[src/rtl/lcm_calculator.sv]
// lcm_calculator: LCM = (P / GCD) * Q, using a sequential restoring divider
// followed by a sequential shift-add multiplier.
// Takes the GCD from an upstream stage on R. Holds the result until ack.
// Optional feature macro: LCM_ERR_FLAG_EN adds the err output, which flags
// R==0 or a nonzero division remainder.
//
// state | meaning
// IDLE  | waiting for gcd_valid; operands are captured on that edge
// DIV   | P/R, one quotient bit per cycle, N cycles
// MUL   | quotient*Q, one multiplier bit per cycle, N cycles
// DONE  | L valid, held until ack
module lcm_calculator #(
   parameter int N = 8
) (
   input  logic           clk,
   input  logic           rst,
   input  logic [N-1:0]   P,
   input  logic [N-1:0]   Q,
   input  logic [N-1:0]   R,
   input  logic           gcd_valid,
   input  logic           ack,
   output logic [2*N-1:0] L,
   output logic           lcm_valid,
   output logic           busy,
`ifdef LCM_ERR_FLAG_EN
   output logic           err,
`endif
   output logic [1:0]     State_Y
);

   localparam int            CW       = $clog2(N + 1);
   localparam logic [CW-1:0] CNT_LAST = CW'(N - 1);

   typedef enum logic [1:0] {
      IDLE = 2'd0,
      DIV  = 2'd1,
      MUL  = 2'd2,
      DONE = 2'd3
   } state_t;

   state_t state, state_nxt;

   // quo_r is the dividend/quotient during DIV and the multiplier during MUL.
   logic [N-1:0]   r_r;
   logic [N-1:0]   quo_r;
   logic [N:0]     rem_r;
   logic [2*N-1:0] mcand_r;
   logic [2*N-1:0] acc_r;
   logic [CW-1:0]  cnt_r;

   logic [N:0]     rem_sh;
   logic           div_fit;
   logic [N:0]     rem_nxt;
   logic [2*N-1:0] acc_nxt;
   logic           cnt_last;

   assign rem_sh   = {rem_r[N-1:0], quo_r[N-1]};
   assign div_fit  = (rem_sh >= {1'b0, r_r});
   assign rem_nxt  = div_fit ? (rem_sh - {1'b0, r_r}) : rem_sh;
   assign acc_nxt  = quo_r[0] ? (acc_r + mcand_r) : acc_r;
   assign cnt_last = (cnt_r == '0);

   assign State_Y   = state;
   assign lcm_valid = (state == DONE);
   assign busy      = (state == DIV) || (state == MUL);

`ifdef LCM_ERR_FLAG_EN
   // r_r and rem_r are left untouched in DONE, so the check can be combinational.
   assign err = (state == DONE) && ((r_r == '0) || (rem_r != '0));
`endif

   // State register
   always_ff @(posedge clk or negedge rst) begin
      if (!rst) state <= IDLE;
      else      state <= state_nxt;
   end

   // Next-state logic
   always_comb begin
      state_nxt = state;
      case (state)
         IDLE: if (gcd_valid) state_nxt = (R == '0) ? DONE : DIV;
         DIV:  if (cnt_last)  state_nxt = MUL;
         MUL:  if (cnt_last)  state_nxt = DONE;
         DONE: if (ack)       state_nxt = IDLE;
         default:             state_nxt = IDLE;
      endcase
   end

   // Datapath: operand capture, divide step, multiply step, result load
   always_ff @(posedge clk or negedge rst) begin
      if (!rst) begin
         r_r     <= '0;
         quo_r   <= '0;
         rem_r   <= '0;
         mcand_r <= '0;
         acc_r   <= '0;
         cnt_r   <= '0;
         L       <= '0;
      end else begin
         case (state)
            IDLE: begin
               if (gcd_valid) begin
                  r_r     <= R;
                  quo_r   <= P;
                  rem_r   <= '0;
                  mcand_r <= {{N{1'b0}}, Q};
                  acc_r   <= '0;
                  cnt_r   <= CNT_LAST;
                  if (R == '0) L <= '0;
               end
            end
            DIV: begin
               rem_r <= rem_nxt;
               quo_r <= (quo_r << 1) | N'(div_fit);
               cnt_r <= cnt_last ? CNT_LAST : cnt_r - 1'b1;
            end
            MUL: begin
               acc_r   <= acc_nxt;
               mcand_r <= mcand_r << 1;
               quo_r   <= quo_r >> 1;
               cnt_r   <= cnt_last ? '0 : cnt_r - 1'b1;
               if (cnt_last) L <= acc_nxt;
            end
            default: ;
         endcase
      end
   end

endmodule

[config.mk]
export PLATFORM = sky130hd
export DESIGN_NAME = lcm_calculator
export DESIGN_NICKNAME = d
export VERILOG_FILES = /design/src/rtl/lcm_calculator.sv
export SDC_FILE = /design/constraint.sdc
export NUM_CORES = 1
export LEC_CHECK = 0
export ABC_AREA = 1
export ABC_CLOCK_PERIOD_IN_PS = 2200
export CORE_MARGIN = 8
export CORE_UTILIZATION = 55
export DETAILED_ROUTE_END_ITERATION = 8
export GPL_ROUTABILITY_DRIVEN = 1
export PLACE_DENSITY = 0.77
export SLEW_MARGIN = 20
export SYNTH_ARGS = -nofsm -noshare
export SYNTH_HDL_FRONTEND = slang
export SYNTH_SLANG_ARGS = --single-unit
[constraint.sdc]
create_clock -name clk -period 2.2 [get_ports clk]
set_input_delay 0.33 -clock clk [delete_from_list [all_inputs] [get_ports clk]]
set_output_delay 0.33 -clock clk [all_outputs]
set_load 0.02 [all_outputs]
== Word-level counts from Yosys, hierarchy flattened ==
Index checks and enable logic that the tools add are counted.
Storage, ports and cells
  input bits: 28
  flip-flop bits (word level): 78
Cells by class
  equality and inequality tests: 8
  bitwise logic cells: 1
  reductions and logical operators: 13
  $add $sub $neg: 3
  multiplexer cells: 24
  order comparisons: 1
Operators with widths (count)
  2-to-1 mux 16 bit: 6
  case mux 16 bit (2 select lines): 3
  2-to-1 mux 8 bit: 3
  case mux 8 bit (3 select lines): 1
  adder 16 bit: 1
  case mux 8 bit (2 select lines): 1
  2-to-1 mux 4 bit: 3
  case mux 4 bit (3 select lines): 1
  2-to-1 mux 2 bit: 5
  inequality test 2 bit (second input constant): 5
  >= comparator 9 x 8 -> 1 bit: 1
  zero test 8 bit: 1
  bitwise OR 8 x 1 -> 8 bit: 1
  case mux 2 bit (4 select lines): 1
  AND reduction 2 bit: 4
  AND reduction 4 bit: 2
  subtractor 8 bit: 1
  equality test 2 bit (second input constant): 2
  zero test 4 bit: 1
  nonzero test 2 bit: 2
  subtractor 4 x 1 -> 4 bit (second input constant): 1
  nonzero test 3 bit: 1
  equality test 2 x 1 -> 1 bit (second input constant): 1
  zero test 2 bit: 1
  logical OR 1 bit: 1

== Logic depth before layout (Yosys ltp) ==
  word-level depth: 4
  mapped depth: 12
  gate-level depth less buffers: 12

== Worst setup path before layout ==
Ideal clock, no wire load.
  path kind: register to register
  start point: reg state[0] (netlist: State_Y[0])
  end point: reg quo_r[0]
  arrival time: 1.718 ns
  clock period less this slack: 1.847 ns
  stages on the path, launching flop included: 6
  buffers on the path: 0
  required time: 2.071 ns
  setup slack: 0.353 ns
  cells stage by stage: dfrtp_1 inv_1 ha_1 clkinv_1 a221oi_1 a21oi_2
On the way
  word-level cells in the longest chain between the ends: 3
  elaborated cells on any way between the ends: 7
  those cells by class: eq/ne: 3; mux: 1; reduce/logical: 3
Ends and longest elaborated chain
  start: declaration: line 41  | state_t state, state_nxt;
  start signal: assignment: line 75  | else state <= state_nxt;
  equality test 2 x 1 -> 1 bit, or another cell as far along: line 101  | case (state)
  nonzero test 3 bit (no source line) / inequality test 2 bit (equally long branches)
  AND reduction 2 bit (no source line)
  end signal: assignment: line 115  | quo_r <= (quo_r << 1) | N'(div_fit);
  end signal: assignment: line 121  | quo_r <= quo_r >> 1;
  end: declaration: line 45  | logic [N-1:0] quo_r;
Several ways; a longest one is shown, not always the timed one.
A chain may end at the register's enable or synchronous reset.

== Final worst setup path ==
  start point: reg mcand_r[0]
  end point: reg L[14]
On the way
  word-level cells in the longest chain between the ends: 4
Ends and longest elaborated chain
  start: declaration: line 47  | logic [2*N-1:0] mcand_r;
  start signal: assignment: line 107  | mcand_r <= {{N{1'b0}}, Q};
  start signal: assignment: line 120  | mcand_r <= mcand_r << 1;
  adder 16 bit: line 60  | assign acc_nxt = quo_r[0] ? (acc_r + mcand_r) : acc_r;
  2-to-1 mux 16 bit: line 60
  2-to-1 mux 16 bit: line 123  | if (cnt_last) L <= acc_nxt;
  case mux 16 bit (2 select lines): line 101
  end signal: assignment: line 123
  end: declaration: line 22  | output logic [2*N-1:0] L,
No other way between the ends. The select of a mux whose other input is x is not followed.

==> metrics <==
status finished clean; I/O Buffers 47; fin crit share 93.6%; critical path, cell by cell ha_1 -> fa_1 -> nand2_1 -> nand2_1 -> nand3b_1 -> nand2_1 -> nand2_1 -> nand2_1 -> nand2_1 -> nand3_1 -> nand3_2 -> nand2_1; CP most frequent cell nand2_1; Post-Route WL 12300 µm; Worst Hold End L[9]; largest area contributor in the netlist dfrtp_1; TritonCTS buffer count 9; worst r2r src mcand_r[0]; leak pwr 3.02 nW; register area share after synthesis 39.2%; Remaining DRCs 0; clk slew on worst S/H paths 0.09 ns; critical path buffer and inverter count 0; DP HPWL 9010 µm; R2R setup slack 0.14 ns; initial antenna violation count 0; placed cell count 846; die height 111 µm; Layout Cells excl Fill 863; Min-Delay Path Class reg -> reg; worst path arrival time 2.31 ns; Synth Warn # 0; hold slack 0.480 ns; diode count 0; syn nets 747; share of cells above drive strength 1 7.95%; Starting Density 56.8%; DR vias 4663; GRT Total Usage 20.3%; placed cell area 5640 µm²; Root Buffer clkbuf_8; vias in the first global route 4624; DR pass1 iterations 5; Least-Margin Pin Slew 0.594 ns; Fin. Hold Viols 0; WL/cell 14.3 µm; Fill cells 762; nets@finish 807; H-Tree Depth 3; RePlAce Congestion 0.884; number of DRC markers in iteration 0 298; Power Dens Cells 1490 nW/µm²; # IOs 48; Setup Skew 0.0121 ns; Final Critical Period 2.06 ns; largest net degree at the start of global routing 45; synth cell count leaders 229 x nand2_1, 81 x inv_1, 78 x dfrtp_1; setup ws final 0.141 ns; worst-case reg-to-reg path depth 12; count leader, synth nand2_1; post-synth top area share 39.2%; Clock Path Buffers 2; RSZ-0062 raised after global routing no; dominant synthesized flop cell dfrtp_1; Post-Synthesis Cells 690; VDD IR max 961 µV; Place WS 0.221 ns; width of the chip 111 µm; worst stage delay on the critical path 0.42 ns; clk sinks 78; Crit path max-delay family simple AND/OR/NAND/NOR gates; crit path max-delay cell type fa_1; Min-Delay Startpoint L[9]; DRT antenna net count 0; final setup vio count 0; Clock Latency Late Sink 0.36 ns; Area Overhead vs Synth 17.5%; first-pass GRT wire length 21200 µm; Synth cell types 42; Die ar. 12300 µm²; Worst Hold Depth 2; TNS Setup 0 ns; Worst Setup End Kind flip-flop; path type of the worst setup path reg -> reg; synthesized area 4970 µm²; # Max-Cap Violations 0; fmax 486 MHz; reg2reg end L[14]; postcts setup bufs 0; Max transition margin 60.4%; clock tree from TritonCTS yes; CP Max Fanout 3; ranking of synthesized cells by area dfrtp_1 39%, nand2_1 17%, ha_1 6.8%, inv_1 6.1%, nand3_1 5.8%; Via density 5.40; Post-synth EDFFs 0; Synth Register Bits 78; Final Cell Area 5840 µm²; Startpoint Class flip-flop; Syn Area/Cell 7.21 µm²; grt total ovfl 0; Synth async-reset ratio 100%; Final Slew Violations 0; Core Area 8760 µm²; Site Rows 34; WP data required 2.45 ns
## how the worst max path moves through the flow
stage / startpoint / cells after the start / slack (ns) / endpoint
6_report: mcand_r[0] / 12 / 0.14 / L[14]
5_1_grt: mcand_r[0] / 11 / 0.02 / acc_r[8]
4_1_cts: mcand_r[0] / 12 / 0.16 / L[14]
3_5_place_dp: mcand_r[0] / 12 / 0.22 / L[14]
3_3_place_gp: mcand_r[0] / 11 / 0.27 / acc_r[12]
2_1_floorplan: State_Y[0] / 5 / 0.35 / quo_r[0]
## power by group
part / switching, W / total (W) / internal (W)
registers: 0.000432 / 0.00242 / 0.00199
clock network: 0.000579 / 0.00114 / 0.000556
logic: 0.00319 / 0.00513 / 0.00194
## routing by layer
| layer | global-route usage (%) | wire length (µm) | vias to the layer above |
|---|---|---|---|
| met2 | 34.3 | 5970 | 147 |
| li1 | - | - | 2316 |
| met5 | 0 | 0 | - |
| met1 | 24.4 | 5330 | 2182 |
| met3 | 4.33 | 824 | 18 |
| met4 | 8.18 | 201 | 0 |
## logic make-up (layout without fill, tap and decap cells)
logic type / count (synthesis) / in the layout / synth area share, %
AO/OA/AOI/OAI: 87 / 87 / 10.2
buffers and inverters: 106 / 171 / 8.55
XOR/XNOR: 11 / 11 / 1.94
flip-flops: 78 / 78 / 39.2
AND/OR/NAND/NOR: 379 / 379 / 32.5
adder cells (fa/ha/maj): 29 / 29 / 7.60
## stage by stage
step / util (%) / power, W
after global placement: 64.3 / 0.00735
after detailed placement: 64.3 / 0.00752
after floorplan: - / 0.00609
after CTS: 66.7 / 0.00868
after global routing: 66.7 / 0.00948
final: 66.7 / 0.00869
## cells in the final DEF, fill, tap and decap left out, types with 2 or more instances in the layout
| cell type | instances |
|---|---|
| clkbuf_8 | 10 |
| xnor2_1 | 4 |
| o22ai_1 | 2 |
| o21ai_1 | 8 |
| fa_1 | 2 |
| nand3b_1 | 2 |
| xor2_1 | 7 |
| a21oi_2 | 2 |
| a21oi_1 | 27 |
| dfrtp_1 | 78 |
| ha_1 | 27 |
| a31oi_1 | 12 |
| clkinv_1 | 3 |
| nand3_1 | 58 |
| inv_2 | 4 |
| o31ai_1 | 4 |
| nand4_1 | 2 |
| nand2_2 | 4 |
| clkdlybuf4s50_1 | 45 |
| nand3_2 | 8 |
| clkinv_2 | 2 |
| nor2_1 | 65 |
| a22oi_1 | 4 |
| inv_1 | 81 |
| o21ai_0 | 22 |
| nand2_1 | 229 |
| clkinvlp_4 | 2 |
| nor3_1 | 4 |
| buf_4 | 18 |
## state kept, by name, indices dropped and copies added, names as in the netlist
| signal | count |
|---|---|
| cnt_r | 4 |
| acc_r | 16 |
| quo_r | 8 |
| r_r | 8 |
| mcand_r | 16 |
| State_Y | 2 |
| rem_r | 8 |
| L | 16 |
## layout make-up
type	count	area [µm²]	area share (%)
clock buffers	11	141	2.42
clock inverters	5	58.8	1.01
inverters	89	335	5.74
multi-input cells	506	2600	44.4
flip-flops and latches	78	1950	33.4
well taps	108	135	2.31
repair buffers	66	624	10.7
## worst reg2reg max path: stages (launching register included)
cell      delay [ns]
dfrtp_1         0.41
ha_1            0.25
fa_1            0.42
nand2_1         0.09
nand2_1         0.07
nand3b_1        0.11
nand2_1         0.12
nand2_1         0.11
nand2_1         0.06
nand2_1         0.07
nand3_1         0.10
nand3_2         0.08
nand2_1         0.07
## timing repair
action                                  4_1_cts  5_1_grt
endpoints found under the setup margin        1        0
endpoints found under the hold margin        27        0
gates resized for setup                       1        0
hold buffers                                  1        0
(Power assumes the default switching activity.)
==> RTL edit 1: new RTL, config.mk and constraints unchanged <==
Make the reset (`rst`) synchronous in 2 clocked blocks.
--- a/src/rtl/lcm_calculator.sv
+++ b/src/rtl/lcm_calculator.sv
@@ -70,7 +70,7 @@
 `endif
 
    // State register
-   always_ff @(posedge clk or negedge rst) begin
+   always_ff @(posedge clk) begin
       if (!rst) state <= IDLE;
       else      state <= state_nxt;
    end
@@ -88,7 +88,7 @@
    end
 
    // Datapath: operand capture, divide step, multiply step, result load
-   always_ff @(posedge clk or negedge rst) begin
+   always_ff @(posedge clk) begin
       if (!rst) begin
          r_r     <= '0;
          quo_r   <= '0;
Behaviour: differs if rst is asserted again (counterexample within 4 cycles, from zero or initial values and one cycle with rst low); with rst held inactive, the same outputs for 10 cycles.
==> RTL edit 1 against the unedited design <==
Combinational power decreased by 11%. Sequential power fell by 11%. Area after synthesis decreased by 6.9%. Routed wire length is 3.2% lower. First-iteration DRC count fell by 14%. Worst setup slack better by 0.067 ns. Power down 12%. Synthesized cell count down 0.58%. Design area down 8.2%. Hold slack lost 0.019 ns. Sequential cell count unchanged. Largest cell class unchanged. Highest routed layer unchanged. Largest power group unchanged.
==> RTL edit 1: results (changes against the unedited design) <==
- Status: finished, final reports clean
- Ys async rst share: 0% (-100 points)
- Largest net degree at the start of global routing: 31 (-31%)
- Max rail drop VDD: 0.000654 V (-32%)
- First-pass iteration count of the detailed router: 4 (-1)
- Routed vias/inst: 5.50 (+1.9%)
- Layout cell share with drive strength beyond 1: 7.22% (-0.73 points)
- Wirelength, routed: 11900 um (-3.2%)
- Post-DP HPWL: 8840 um (-2.0%)
- Yosys warns: 0 (unchanged)
- Syn Nets: 743 (-0.54%)
- Top cells by area, synth: dfxtp_1, nand2_1, a21oi_1, ha_1, o21ai_0
- Total CTS buffers: 9 (unchanged)
- Top FF cell, synth: dfxtp_1
- Final net count: 786 (-2.6%)
- Drt initial violations: 257 (-14%)
- Dpl cells: 823 (-2.7%)
- Overall Global Routing Usage: 21.1% (+0.89 points)
- Slew headroom: 53.3% (-7.1 points)
- Final setup skew: 0.0119 ns (-0.000192 ns)
- Pre-CTS WS: 0.126 ns (-0.0951 ns)
- Mean Syn Cell Area: 6.75 um2 (-6.3%)
- Yosys cell types: 37 (-12%)
- Register area share after synthesis: 33.7% (-5.5 points)
- Leakage Power: 2.38 nW (-21%)
- Number of global-route vias before repair: 4429 (-4.2%)
- DP Area: 5190 um2 (-7.8%)
- Gpl congestion: 0.934 (+5.7%)
- WP data arrival: 2.27 ns (-0.04 ns)
- Routed len/inst: 14.2 um (-0.41%)
- CP Max Fanout: 30 (+27)
RTL edit 1: where the power goes:
part | switching [mW] | leakage [nW] | internal (mW)
registers | 0.328 | 0.639 | 1.83
clock network | 0.549 | 0.0820 | 0.406
logic | 2.88 | 1.66 | 1.70
total | 3.75 | 2.38 | 3.93
RTL edit 1: cell type report:
type,instances,area share [%]
multi-input cells,508,49.7
flip-flops and latches,78,29.1
repair buffers,59,10.5
inverters,73,5.11
well taps,105,2.45
clock buffers,10,2.38
clock inverters,6,0.723
RTL edit 1: critical path, stage by stage, from the launching register on:
cell     delay, ns
dfxtp_1       0.40
inv_1         0.09
ha_1          0.23
inv_2         0.12
nor2_2        0.07
inv_2         0.16
nand3_1       0.17
inv_2         0.41
o21ai_1       0.12
a21oi_1       0.14
RTL edit 1: kinds of logic (layout without fill, tap and decap cells):
kind of cell               count (synthesis)  after routing  share of synthesized area, %
xor gates and xnor gates                  11             11                          2.08
DFF                                       78             78                          33.7
and+or+nand+nor                          299            299                          27.7
AOI/OAI and AO/OA                        169            169                          19.7
buffers and inverters                    100            148                          8.72
adders and majority gates                 29             29                          8.16
RTL edit 1: layer usage:
layer | track usage, % | vias up | share of wire, %
li1 | - | 2362 | -
met1 | 26.5 | 2120 | 45
met2 | 35.8 | 121 | 49
met3 | 3.77 | 15 | 4.7
met4 | 6.64 | 0 | 1.3
met5 | 0 | - | 0
RTL edit 1: worst paths after layout:
check,depth (start not counted),from,end,slack [ns]
max reg2reg,9,State_Y[0],L[3],0.21
min reg2reg,2,cnt_r[3],cnt_r[3],0.46
max,9,State_Y[0],L[3],0.21
min,2,cnt_r[3],cnt_r[3],0.46
RTL edit 1: metrics by stage:
stage          hold slack, ns  util, %  power (mW)
3_5_place_dp            0.446     63.5        6.70
5_1_grt                 0.475     65.6        8.35
6_report                0.461     65.6        7.69
2_1_floorplan           0.425        -        5.62
4_1_cts                 0.460     65.6        7.67
3_3_place_gp            0.444     63.5        6.55
RTL edit 1: timing repair:
item / in CTS / in global routing
resized for setup: 0 / 1
buffers inserted: 0 / 0
endpoints found under the setup margin: 0 / 1
hold buffers: 0 / 0
==> RTL edit 2: new RTL, config.mk and constraints unchanged <==
Made on the original files. The parameter `N` goes from 8 to 16.
--- a/src/rtl/lcm_calculator.sv
+++ b/src/rtl/lcm_calculator.sv
@@ -10,7 +10,7 @@
 // MUL   | quotient*Q, one multiplier bit per cycle, N cycles
 // DONE  | L valid, held until ack
 module lcm_calculator #(
-   parameter int N = 8
+   parameter int N = 16
 ) (
    input  logic           clk,
    input  logic           rst,
Ports: changed (resized L, P, Q and R); port bits go from 48 to 88. The function was not compared with the original's and may differ.
==> RTL edit 2 against the unedited design <==
Clock skew is 0.0021 ns lower. Via count is 120% higher. Combinational power is 140% higher. Design area is 110% higher. Routed wire length is 140% higher. First-iteration DRC count is 140% higher. Power is 130% higher. Worst setup slack worse by 0.047 ns. Utilization is 0.60 points higher. Sequential cell count is 73 higher. Non-clock buffer count is 51 higher. Hold slack worse by 0.082 ns. Area after synthesis is 110% higher. Highest routed layer unchanged.
==> RTL edit 2: results (changes against the unedited design) <==
- Fillers: 1604 (+110%)
- Worst r2r src: rem_r[9]
- Data buffer area share: 10.1% (-0.63 points)
- CLK BUF: 18 (+7)
- Worst hold path type: in2async
- H-tree Lvls: 4 (+1)
- Gpl congestion: 0.918 (+3.9%)
- Synth Cell Area: 10300 um2 (+110%)
- Post-DP HPWL: 20400 um (+130%)
- Yosys cell types: 46 (+9.5%)
- WP data arrival: 2.44 ns (+0.13 ns)
- Yosys reg bits: 151 (+94%)
- Clk pin slew, worst setup/hold paths: 0.07 ns (-0.02 ns)
- Total CTS buffers: 17 (+8)
- Yosys warns: 0 (unchanged)
- CP Max Fanout: 6 (+3)
- Non-clk bufs: 117 (+77%)
- Non-Clock Inverter Count: 210 (+140%)
- Status: finished, final reports clean
- Fmax: 475 MHz (-2.2%)
- Largest stage delay, worst path: 0.40 ns (-0.02 ns)
- Crit-path slowest cell: dfrtp_1
- Critical Path Sink: rem_r[12]
- Final net count: 1675 (+110%)
- Dpl cells: 1778 (+110%)
- Post-synth top cells: nand2_1, inv_1, dfrtp_1
- Vias: 10032 (+120%)
- DP Area: 11500 um2 (+100%)
- Routed len/inst: 16.2 um (+13%)
- Leading registers by flop count: L (32), acc_r (32), mcand_r (32)
- First-pass GRT wire length: 48500 um (+130%)
- Tightest Pin Transition: 0.739 ns (+0.145 ns)
- Ys async rst share: 100% (unchanged)
- Reg2reg end: rem_r[12]
- Drt initial violations: 704 (+140%)
- Clock root cell: clkbuf_16
- Comb_multi_in: 1072 (+110%)
- Top cells by area, synth: dfrtp_1, nand2_1, inv_1, ha_1, nand3_1
- Register area share after synthesis: 36.8% (-2.5 points)
- Pre-CTS WS: 0.0202 ns (-0.201 ns)
- Leakage Power: 6.25 nW (+110%)
- Multi-input gate share of total cell area: 46.2% (+1.7 points)
- Max rail drop VDD: 0.000996 V (+3.6%)
- Multi-input logic area: 5750 um2 (+120%)
- Reg2reg path depth: 13 (+1)
- Clock latency on the worst-skew pair: 0.44 ns (+0.08 ns)
## RTL edit 2: cell count changes after synthesis, moves of 14 or more
cell      before  now
inv_1         81  203
ha_1          27   52
a21oi_1       27   41
nand2_1      229  477
nand3_1       58  127
nor2_1        65  127
dfrtp_1       78  151
clkbuf_1       2   29
o21ai_0       22   78
## RTL edit 2: layer usage
layer	vias to the layer above	wire [um]	GRT usage, %
li1	4911	-	-
met1	4762	12900	31.6
met2	303	14200	42.6
met3	56	1600	4.23
met4	0	739	8.72
met5	-	0	0
## RTL edit 2: logic make-up (layout without fill, tap and decap cells)
group	after synthesis	count (layout)	share of synthesized area, %
compound gates	205	205	11.8
xor+xnor	25	25	2.13
fa+ha+maj	54	54	6.72
buf+inv	262	359	10.2
flops	151	151	36.8
simple gates	786	788	32.4
## RTL edit 2: power breakdown
group	total, mW	switching [mW]	internal, mW	leakage, nW
combinational	12.1	7.38	4.68	3.98
clock	2.99	1.35	1.64	0.291
sequential	4.79	0.944	3.85	1.97
total	19.8	9.67	10.2	6.25
